[src/rtl/stat_counter_bank.sv]
// Bank of event counters with snapshot registers, optional auto-windowing,
// wrap/saturate full-scale handling, sticky overflow flags and a registered read port.
module stat_counter_bank #(
    parameter int CHANNELS  = 8,
    parameter int WIDTH     = 32,
    parameter int SATURATE  = 0,
    parameter int WINDOW    = 0,
    parameter int SEL_WIDTH = 5
) (
    input  logic                 clk,
    input  logic                 rst_n,
    input  logic                 en,
    input  logic                 clear,
    input  logic                 snap,
    input  logic [CHANNELS-1:0]  inc,
    input  logic [SEL_WIDTH-1:0] sel,
    input  logic                 rd_snap,
    output logic [WIDTH-1:0]     rd_data,
    output logic [CHANNELS-1:0]  overflow,
    output logic                 snap_valid,
    output logic                 win_tick
);

    logic [WIDTH-1:0]    cnt_reg  [CHANNELS];
    logic [WIDTH-1:0]    snap_reg [CHANNELS];
    logic [WIDTH-1:0]    cnt_next [CHANNELS];
    logic [CHANNELS-1:0] bump;
    logic [CHANNELS-1:0] full;
    logic [CHANNELS-1:0] overflow_reg;
    logic                snap_valid_reg;
    logic [WIDTH-1:0]    rd_data_reg;
    logic [WIDTH-1:0]    rd_mux;
    logic                win_fire;

    assign bump = inc & {CHANNELS{en}};

    // cnt_next is the value the counter would take ignoring clear/window restart
    generate
        for (genvar gi = 0; gi < CHANNELS; gi++) begin : g_ch
            assign full[gi]     = &cnt_reg[gi];
            assign cnt_next[gi] = !bump[gi] ? cnt_reg[gi] :
                                  !full[gi] ? cnt_reg[gi] + WIDTH'(1) :
                                  (SATURATE != 0) ? cnt_reg[gi] : '0;
        end
    endgenerate

    generate
        if (WINDOW > 0) begin : g_win
            localparam int WC_W = $clog2(WINDOW + 1);
            localparam logic [WC_W-1:0] WC_LAST = WC_W'(WINDOW - 1);

            logic [WC_W-1:0] win_cnt_reg;
            logic            win_tick_reg;

            // An external clear in the boundary cycle wins and restarts the window
            assign win_fire = en && !clear && (win_cnt_reg == WC_LAST);

            always_ff @(posedge clk or negedge rst_n) begin
                if (!rst_n) begin
                    win_cnt_reg  <= '0;
                    win_tick_reg <= 1'b0;
                end else begin
                    win_tick_reg <= win_fire;
                    if (clear || win_fire)
                        win_cnt_reg <= '0;
                    else if (en)
                        win_cnt_reg <= win_cnt_reg + WC_W'(1);
                end
            end

            assign win_tick = win_tick_reg;
        end else begin : g_nowin
            assign win_fire = 1'b0;
            assign win_tick = 1'b0;
        end
    endgenerate

    // A window snapshot takes the count including the boundary cycle's event,
    // so a window of N enabled cycles reports every event inside it.
    always_ff @(posedge clk or negedge rst_n) begin
        if (!rst_n) begin
            for (int i = 0; i < CHANNELS; i++) begin
                cnt_reg[i]  <= '0;
                snap_reg[i] <= '0;
            end
            overflow_reg   <= '0;
            snap_valid_reg <= 1'b0;
            rd_data_reg    <= '0;
        end else begin
            for (int i = 0; i < CHANNELS; i++) begin
                if (win_fire)
                    snap_reg[i] <= cnt_next[i];
                else if (snap)
                    snap_reg[i] <= cnt_reg[i];

                if (clear || win_fire) begin
                    cnt_reg[i]      <= '0;
                    overflow_reg[i] <= 1'b0;
                end else begin
                    cnt_reg[i] <= cnt_next[i];
                    if (bump[i] && full[i])
                        overflow_reg[i] <= 1'b1;
                end
            end
            if (snap || win_fire)
                snap_valid_reg <= 1'b1;
            rd_data_reg <= rd_mux;
        end
    end

    // Out-of-range selects fall through to zero
    always_comb begin
        rd_mux = '0;
        for (int i = 0; i < CHANNELS; i++) begin
            if (sel == SEL_WIDTH'(i))
                rd_mux = rd_snap ? snap_reg[i] : cnt_reg[i];
        end
    end

    assign rd_data    = rd_data_reg;
    assign overflow   = overflow_reg;
    assign snap_valid = snap_valid_reg;

endmodule

[config.mk]
export PLATFORM = sky130hd
export DESIGN_NAME = stat_counter_bank
export DESIGN_NICKNAME = d
export VERILOG_FILES = /design/src/rtl/stat_counter_bank.sv
export SDC_FILE = /design/constraint.sdc
export NUM_CORES = 1
export LEC_CHECK = 0
export ABC_AREA = 1
export BUFFER_PORTS_ARGS = -buffer_cell sky130_fd_sc_hd__buf_2
export CAP_MARGIN = 20
export CORE_ASPECT_RATIO = 0.75
export CORE_UTILIZATION = 50
export CTS_CLUSTER_DIAMETER = 100
export DETAILED_ROUTE_END_ITERATION = 8
export MAX_ROUTING_LAYER = met4
export PLACE_DENSITY = 0.76
export SYNTH_ARGS = -nofsm -noshare
export SYNTH_HDL_FRONTEND = slang
export SYNTH_SLANG_ARGS = --single-unit
[constraint.sdc]
create_clock -name clk -period 4 [get_ports clk]
set_input_delay 0.8 -clock clk [delete_from_list [all_inputs] [get_ports clk]]
set_output_delay 0.8 -clock clk [all_outputs]
set_load 0.05 [all_outputs]
# [After elaboration in Yosys (flattened, before gate mapping)]
# Cells that the tools add are included.
[totals] elab_cells=131 out_inout_bits=42 regBits=553 input_bits=19
[op_classes] reduce_logical=33 n_eq_ne=7 bitwise_logic=1 add_sub_neg=8 mux=56
[op_table] cell="two-way mux 32 bit" count=40
[op_table] cell="adder 32 x 1 -> 32 bit (second input constant)" count=8
[op_table] cell="AND reduction 32 bit" count=8
[op_table] cell="nonzero test 2 bit" count=16
[op_table] cell="equality test 5 x 3 -> 1 bit (second input constant)" count=4
[op_table] cell="two-way mux 1 bit" count=16
[op_table] cell="equality test 5 x 2 -> 1 bit (second input constant)" count=2
[op_table] cell="bitwise AND 8 bit" count=1
[op_table] cell="logical AND 1 bit" count=8
[op_table] cell="equality test 5 x 1 -> 1 bit (second input constant)" count=1
[op_table] cell="logical NOT 5 bit" count=1

# [Depth between registers and ports, before layout]
# Gate-level depths: netlist of run 1.
[depth] ltp_word=9 depth_mapped=11 depth_no_buf=11

# [Least setup slack after synthesis of run 1]
# No wires, ideal clock.
[synth_timing] path_kind="in2reg" startpoint="input sel[3]" endpoint="register rd_data_reg[0] (netlist: rd_data[0])" setup_slack_ns=2.039 t_arrival_ns=1.829 setup_time_ns=0.132 path_stages=7 required_time_ns=3.868 n_path_buf=1 cell_sequence="inv_1 > nand3_1 > nor2_2 > clkbuf_1 > o211ai_1 > nand2_1 > nand4_1"
[synth_between] elab_chain_len=9 elab_cells_between_ends=16 classes_between="eq/ne: 7; mux: 8; reduce/logical: 1"
[synth_rtl] element="start: declaration" line_no="16" source="input logic [SEL_WIDTH-1:0] sel,"
[synth_rtl] element="logical NOT 5 bit" line_no="115" source="if (sel == SEL_WIDTH'(i))"
[synth_rtl] element="two-way mux 32 bit (7 in a row)" line_no="115"
[synth_rtl] element="two-way mux 32 bit (*)" line_no="115"
[synth_rtl] element="via rd_mux[0]" line_no="32" source="logic [WIDTH-1:0] rd_mux;"
[synth_rtl] element="end signal: assignment" line_no="107" source="rd_data_reg <= rd_mux;"
[synth_rtl] element="end: declaration" line_no="31" source="logic [WIDTH-1:0] rd_data_reg;"
# The timed path passes the listed nets; every way through them passes the cells marked *.
# A chain may end at the register's enable or synchronous reset.

# [Final worst setup path of run 1]
[layout_timing] startpoint="input en" endpoint="register cnt_reg[10] (netlist bit)"
[layout_between] elab_chain_len=2
[layout_rtl] element="start: declaration" line_no="12" source="input logic en,"
[layout_rtl] element="bitwise AND 8 bit" line_no="35" source="assign bump = inc & {CHANNELS{en}};"
[layout_rtl] element="nonzero test 2 bit (no line)"
[layout_rtl] element="end signal: indexed assignment" line_no="100" source="cnt_reg[i] <= cnt_next[i];"
[layout_rtl] element="end: declaration" line_no="24" source="logic [WIDTH-1:0] cnt_reg [CHANNELS];"
# No other way between the ends.

==> results of run 1 <==
[path summary, 6_finish.rpt]
| kind | startpoint | slack, ns | endpoint |
|---|---|---|---|
| setup / recovery | en | 1.51 | cnt_reg[10] |
| hold / removal | rst_n | 0.14 | overflow[3] |
| hold reg to reg | snap_valid | 0.46 | snap_valid |
| min in group clk | snap_valid | 0.46 | snap_valid |
| max in group asynchronous | rst_n | 2.85 | cnt_reg[147] |
| setup reg to reg | cnt_reg[96] | 1.69 | cnt_reg[106] |
[power by group through the flow]
stage | Combinational (mW) | Clock, mW | Sequential [mW]
after floorplan | 0.436 | 0 | 5.85
after global placement | 0.789 | 0 | 5.83
after detailed placement | 0.797 | 0 | 5.83
after CTS | 0.799 | 6.07 | 5.73
after global routing | 0.886 | 6.28 | 5.74
final | 0.808 | 6.02 | 5.73
[cell families (layout without fill, tap and decap cells)]
| family | Yosys count | after routing | synth area share |
|---|---|---|---|
| and+or+nand+nor | 2756 | 2756 | 0.3575 |
| AOI/OAI and AO/OA | 650 | 650 | 0.1111 |
| buffers and inverters | 648 | 646 | 0.08188 |
| DFF | 553 | 553 | 0.4290 |
| xor gates and xnor gates | 64 | 64 | 0.01738 |
| adders and majority gates | 8 | 8 | 0.003103 |
| other | 1 | 1 | 0.0001162 |
[per-stage QoR]
stage               instance area (sq um)  setup WS (ns)  utilization  power, mW
finish                              35250          1.507       0.5537      12.56
global route                        35250          1.364       0.5537      12.90
CTS                                 35250          1.563       0.5537      12.60
detailed placement                  33170         0.9467       0.5211      6.629
global placement                    33170         0.9993       0.5211      6.620
floorplan                           32260          2.039            -      6.288
[routing by layer]
layer / wire [microns] / vias up / part of all wire
met5: 0 / - / 0
met4: 3461 / 0 / 0.032
met3: 13730 / 213 / 0.13
met2: 40350 / 1762 / 0.38
met1: 49330 / 14730 / 0.46
li1: - / 14930 / -
[worst register-to-register path, delay by kind of cell, from the launching register on]
kind | cells | cell delay [ns]
flops | 1 | 0.37
compound gates | 1 | 0.49
simple gates | 6 | 1.01
fa+ha+maj | 1 | 0.28
[cell type report]
class / instances / area [sq um]
multi-input combinational: 3479 / 15790
timing repair buffer: 104 / 809.5
tap: 861 / 1077
sequential: 553 / 13840
fill: 6131 / 28410
inverter: 438 / 1657
clock inverter: 31 / 508.0
clock buffer: 73 / 1568
[cell usage in the layout, fill, tap and decap left out, types with 3 or more instances in the layout]
master / count
inv_2: 22
clkinv_2: 12
dfrtp_1: 553
clkbuf_8: 6
xnor2_1: 10
ha_1: 8
clkbuf_16: 58
nand2_1: 1459
o211ai_1: 96
buf_2: 56
nand4_1: 150
xor2_1: 54
nor3_2: 11
o21ai_4: 3
nor2_4: 7
a211oi_1: 9
nor2_2: 38
nor3_1: 82
and3_1: 4
nand3_2: 4
buf_12: 12
o21ai_1: 7
nor2_1: 703
buf_4: 33
nand3_1: 254
bufinv_16: 13
a21oi_1: 78
o21ai_0: 444
a21boi_0: 3
clkinv_1: 3
nor3b_1: 11
inv_1: 411
clkbuf_1: 9
nand2_2: 24
==> metrics.yaml, run 1 <==
tns_ns: 0
synthFlopType: "dfrtp_1"
power_frac_clock: 0.479
rows: 80
nets: 4660
finalSetupViolCount: 0
cts_setup_buffers: 0
cp_num_buf_inv: 3
cts_tree: "built"
drv_slew: 0
swShare: 0.2499
grt_pass1_vias: 27750
leakagePower_nw: 14.98
critical-path-top-delay-family: "simple AND/OR/NAND/NOR gates"
track_usage: 0.3345
switchingPower_mw: 3.139
avgSynthCellArea_sq_um: 6.893
place.port_buffers: 59
grt_pass1_wl_mm: 164.6
core_sq_um: 63660
reg2reg_depth: 8
path_class: "primary input to flip-flop"
period_share: 0.6232
rsz0062_at_grt: "false"
synth_common_cells: "nand2_1 (1459), nor2_1 (705), dfrtp_1 (553)"
grt_start_max_net_pins: 155
route.detailed.drc: 0
drive_gt1_frac: 0.06755
p_int_mw: 9.422
arrival_ns: 3.01
path_max_fanout: 28
gr-total-overflow: 0
syn_nets: 4707
fmax_ghz: 0.4012
maxCapViolCount: 0
h-tree-depth: 2
synth.distinct_cells: 50
cts_resized: 0
clk_latency_ns: 0.64
skew_ns: 0.03643
hold_path.class: "primary input to async pin"
yosysWarnings: 0
cts_root_buffer: "clkbuf_16"
routedWlPerCell_microns: 19.30
whs_ns: 0.1416
hold_viol: 0
finalNonFillerCells: 5539
ys_ff_latch: 553
io_pins: 61
synth_top_area_frac: 0.4290
syn_to_final_growth_pct: 9.262
met3_usage: 0.07829
viasPerCell: 5.712
start_util: 0.5067
die_w_microns: 295.3
ctsHoldBuffers: 0
synthTopCellsByArea: "dfrtp_1 (43%), nand2_1 (17%), nor2_1 (8.2%), o21ai_0 (6.9%), inv_1 (4.8%)"
top_usage_layer: "met1"
synth_seq_area_share: 0.4290
fp.dieH_microns: 222.0
cp_num_cells: 9
detail-route-antenna-nets: 0
async_flop_share: 1.000
synthesis.area_sq_um: 32260
tightest_slew_ns: 0.9852
antenna_found_initial: 0
place_inst: 5435
cp_data_required_time_ns: 4.52
p_per_area_nw_per_um2: 356.4
synthCells: 4680
critPathSlowestCell: "nor2_2"
period_minus_slack_ns: 2.493
clk_pin_slew_ns: 0.06
max-slew-margin-rel: 0.3425
start_kind: "primary input"
crit_chain: "buf_2 -> nand2_1 -> inv_2 -> nor2_2 -> inv_2 -> nand2_1 -> nor3_2 -> a21oi_1 -> nor2_1"
routed_wl_mm: 106.9
end_kind: "flip-flop"
place_hpwl_mm: 78.55
gp_congestion: 1.047
irDropWorstVdd_uv: 306.7
dr.pass1.iters: 6
max_stage_delay_ns: 0.75
vias: 31640
comb_power_share: 0.064
cts_max_path_buffers: 3
seqPwrFrac: 0.456
outcome: "completed"
synth_most_common_cell: "nand2_1"
antenna_cells: 0
numCtsBuffers: 57
drt_iter0_drc: 4196
synth_edf_count: 0
die_area_sq_um: 65550
grt_use_met1: 0.5285
yosysTopAreaCell: "dfrtp_1"
cts_sinks: 553
grt_util_met2: 0.4113
(Power assumes the default switching activity.)
==> run 2, diff against run 1 <==
clock period = 2.5 ns   (was 4 ns; I/O delays follow)
==> run 2 against run 1 <==
Clock power up 61%. Hold slack better by 0.0095 ns. Final area up 2.5%. Combinational power up 75%. Sequential share of layout area down 0.97 points. Non-clock buffer count up 87. Via count up 1.8%. Critical path depth unchanged. Register-to-register slack worse by 1.3 ns. Routed wire length up 2.4%. Count of clock-buffer cells in the layout up 1. Largest cell class unchanged.
==> metrics.yaml, run 2 (synthesis results as in run 1) <==
rows: 80
drive_gt1_frac: 0.08555
skew_ns: 0.05934
place_hpwl_mm: 82.31
tns_ns: 0
place_inst: 5521
leakagePower_nw: 15.48
final_util: 0.5677
critPathSlowestCell: "dfrtp_1"
path_max_fanout: 15
cts_max_path_buffers: 3
cts_root_buffer: "clkbuf_16"
worst-r2r-setup-slack_ns: 0.36
grt_start_max_net_pins: 204
syn_to_final_growth_pct: 12.03
end_kind: "flip-flop"
p_per_area_nw_per_um2: 560.6
detail-route-antenna-nets: 0
seqPwrFrac: 0.452
gr-total-overflow: 0
final_common_cell: "nand2_1"
maxCapViolCount: 0
critical-path-top-delay-family: "simple AND/OR/NAND/NOR gates"
period_share: 0.8575
crit_chain: "nand2_1 -> nor2_2 -> nand2_2 -> nor2_2 -> nand2_2 -> o21ai_4 -> inv_2 -> nand2_1 -> o21ai_1"
period_minus_slack_ns: 2.144
outcome: "completed"
power_frac_clock: 0.478
rsz0062_at_grt: "false"
dr.pass1.iters: 6
fmax_ghz: 0.4665
comb_power_share: 0.070
die_area_sq_um: 65550
regArea_sq_um: 13840
grt_pass1_wl_mm: 169.9
hold_viol: 0
io_pins: 61
routedWlPerCell_microns: 19.44
cts_tree: "built"
clk_pin_slew_ns: 0.06
cp_num_buf_inv: 1
max-slew-margin-rel: 0.4103
start_util: 0.5067
path_class: "flip-flop to flip-flop"
finalNonFillerCells: 5631
grt_pass1_vias: 28550
irDropWorstVdd_uv: 476.7
max_stage_delay_ns: 0.60
die_w_microns: 295.3
hold_path.class: "primary input to flip-flop"
swShare: 0.2567
p_int_mw: 15.06
cts_sinks: 553
cp_data_required_time_ns: 3.01
core_sq_um: 63660
vias: 32210
clk_latency_ns: 0.67
ctsHoldBuffers: 1
numCtsBuffers: 59
tightest_slew_ns: 0.8845
h-tree-depth: 2
p_total_mw: 20.26
antenna_found_initial: 3
start_kind: "flip-flop"
finalSetupViolCount: 0
cts_resized: 0
track_usage: 0.3451
drt_iter0_drc: 4314
cts_setup_buffers: 0
drv_slew: 0
route.detailed.drc: 0
viasPerCell: 5.719
gp_congestion: 1.026
switchingPower_mw: 5.201
fp.dieH_microns: 222.0
routed_wl_mm: 109.5
nets: 4749
multiInputGateArea_sq_um: 15790
arrival_ns: 2.66
mostFrequentLayoutCells: "nand2_1 (1459), nor2_1 (703), dfrtp_1 (553)"
place.port_buffers: 59
fill_cells: 6124
[run 2: final timing paths]
check | startpoint | cells after the start | to
worst max register to register | cnt_reg[230] | 9 | overflow[0]
max in group asynchronous | rst_n | 3 | cnt_reg[34]
worst max-delay path | cnt_reg[230] | 9 | overflow[0]
min in group asynchronous | rst_n | 2 | cnt_reg[106]
worst min-delay path | snap | 3 | snap_reg[230]
worst min register to register | snap_valid | 1 | snap_valid
[run 2: area by class of cell]
cell class	count	area share
antenna	1	0.00006924
clock buffer	74	0.04494
clock inverter	34	0.01378
inverter	438	0.04584
multi-input combinational	3479	0.4369
sequential	553	0.3829
tap	861	0.02981
timing repair buffer	191	0.04573
[run 2: power groups by stage]
| stage | Clock [mW] | Sequential [mW] | Combinational, mW |
|---|---|---|---|
| 6_report | 9.69 | 9.16 | 1.41 |
| 5_1_grt | 10.1 | 9.17 | 1.55 |
| 4_1_cts | 9.75 | 9.16 | 1.40 |
| 3_5_place_dp | 0 | 9.32 | 1.39 |
| 3_3_place_gp | 0 | 9.32 | 1.38 |
| 2_1_floorplan | 0 | 9.36 | 0.697 |
[run 2: worst min-delay path, cell delays in order]
cell	delay [ns]
buf_6	0.13
nand2_1	0.07
nand2_1	0.05
[run 2: through the flow]
| step | hold slack (ns) | area (sq um) | setup slack (ns) |
|---|---|---|---|
| 2_1_floorplan | 0.2044 | 32260 | 0.7741 |
| 5_1_grt | 0.1516 | 36140 | 0.2154 |
| 4_1_cts | 0.1244 | 36140 | 0.3759 |
| 3_3_place_gp | 0.4469 | 34010 | 0.1680 |
| 3_5_place_dp | 0.4505 | 34010 | 0.1346 |
| 6_report | 0.1511 | 36140 | 0.3563 |
[run 2: routing by layer]
| metal | track usage | routed length (microns) | vias to the layer above |
|---|---|---|---|
| li1 | - | - | 15110 |
| met5 | - | 0 | - |
| met2 | 0.4267 | 41520 | 1758 |
| met3 | 0.07358 | 13830 | 167 |
| met1 | 0.5526 | 51290 | 15180 |
| met4 | 0.08808 | 2822 | 0 |
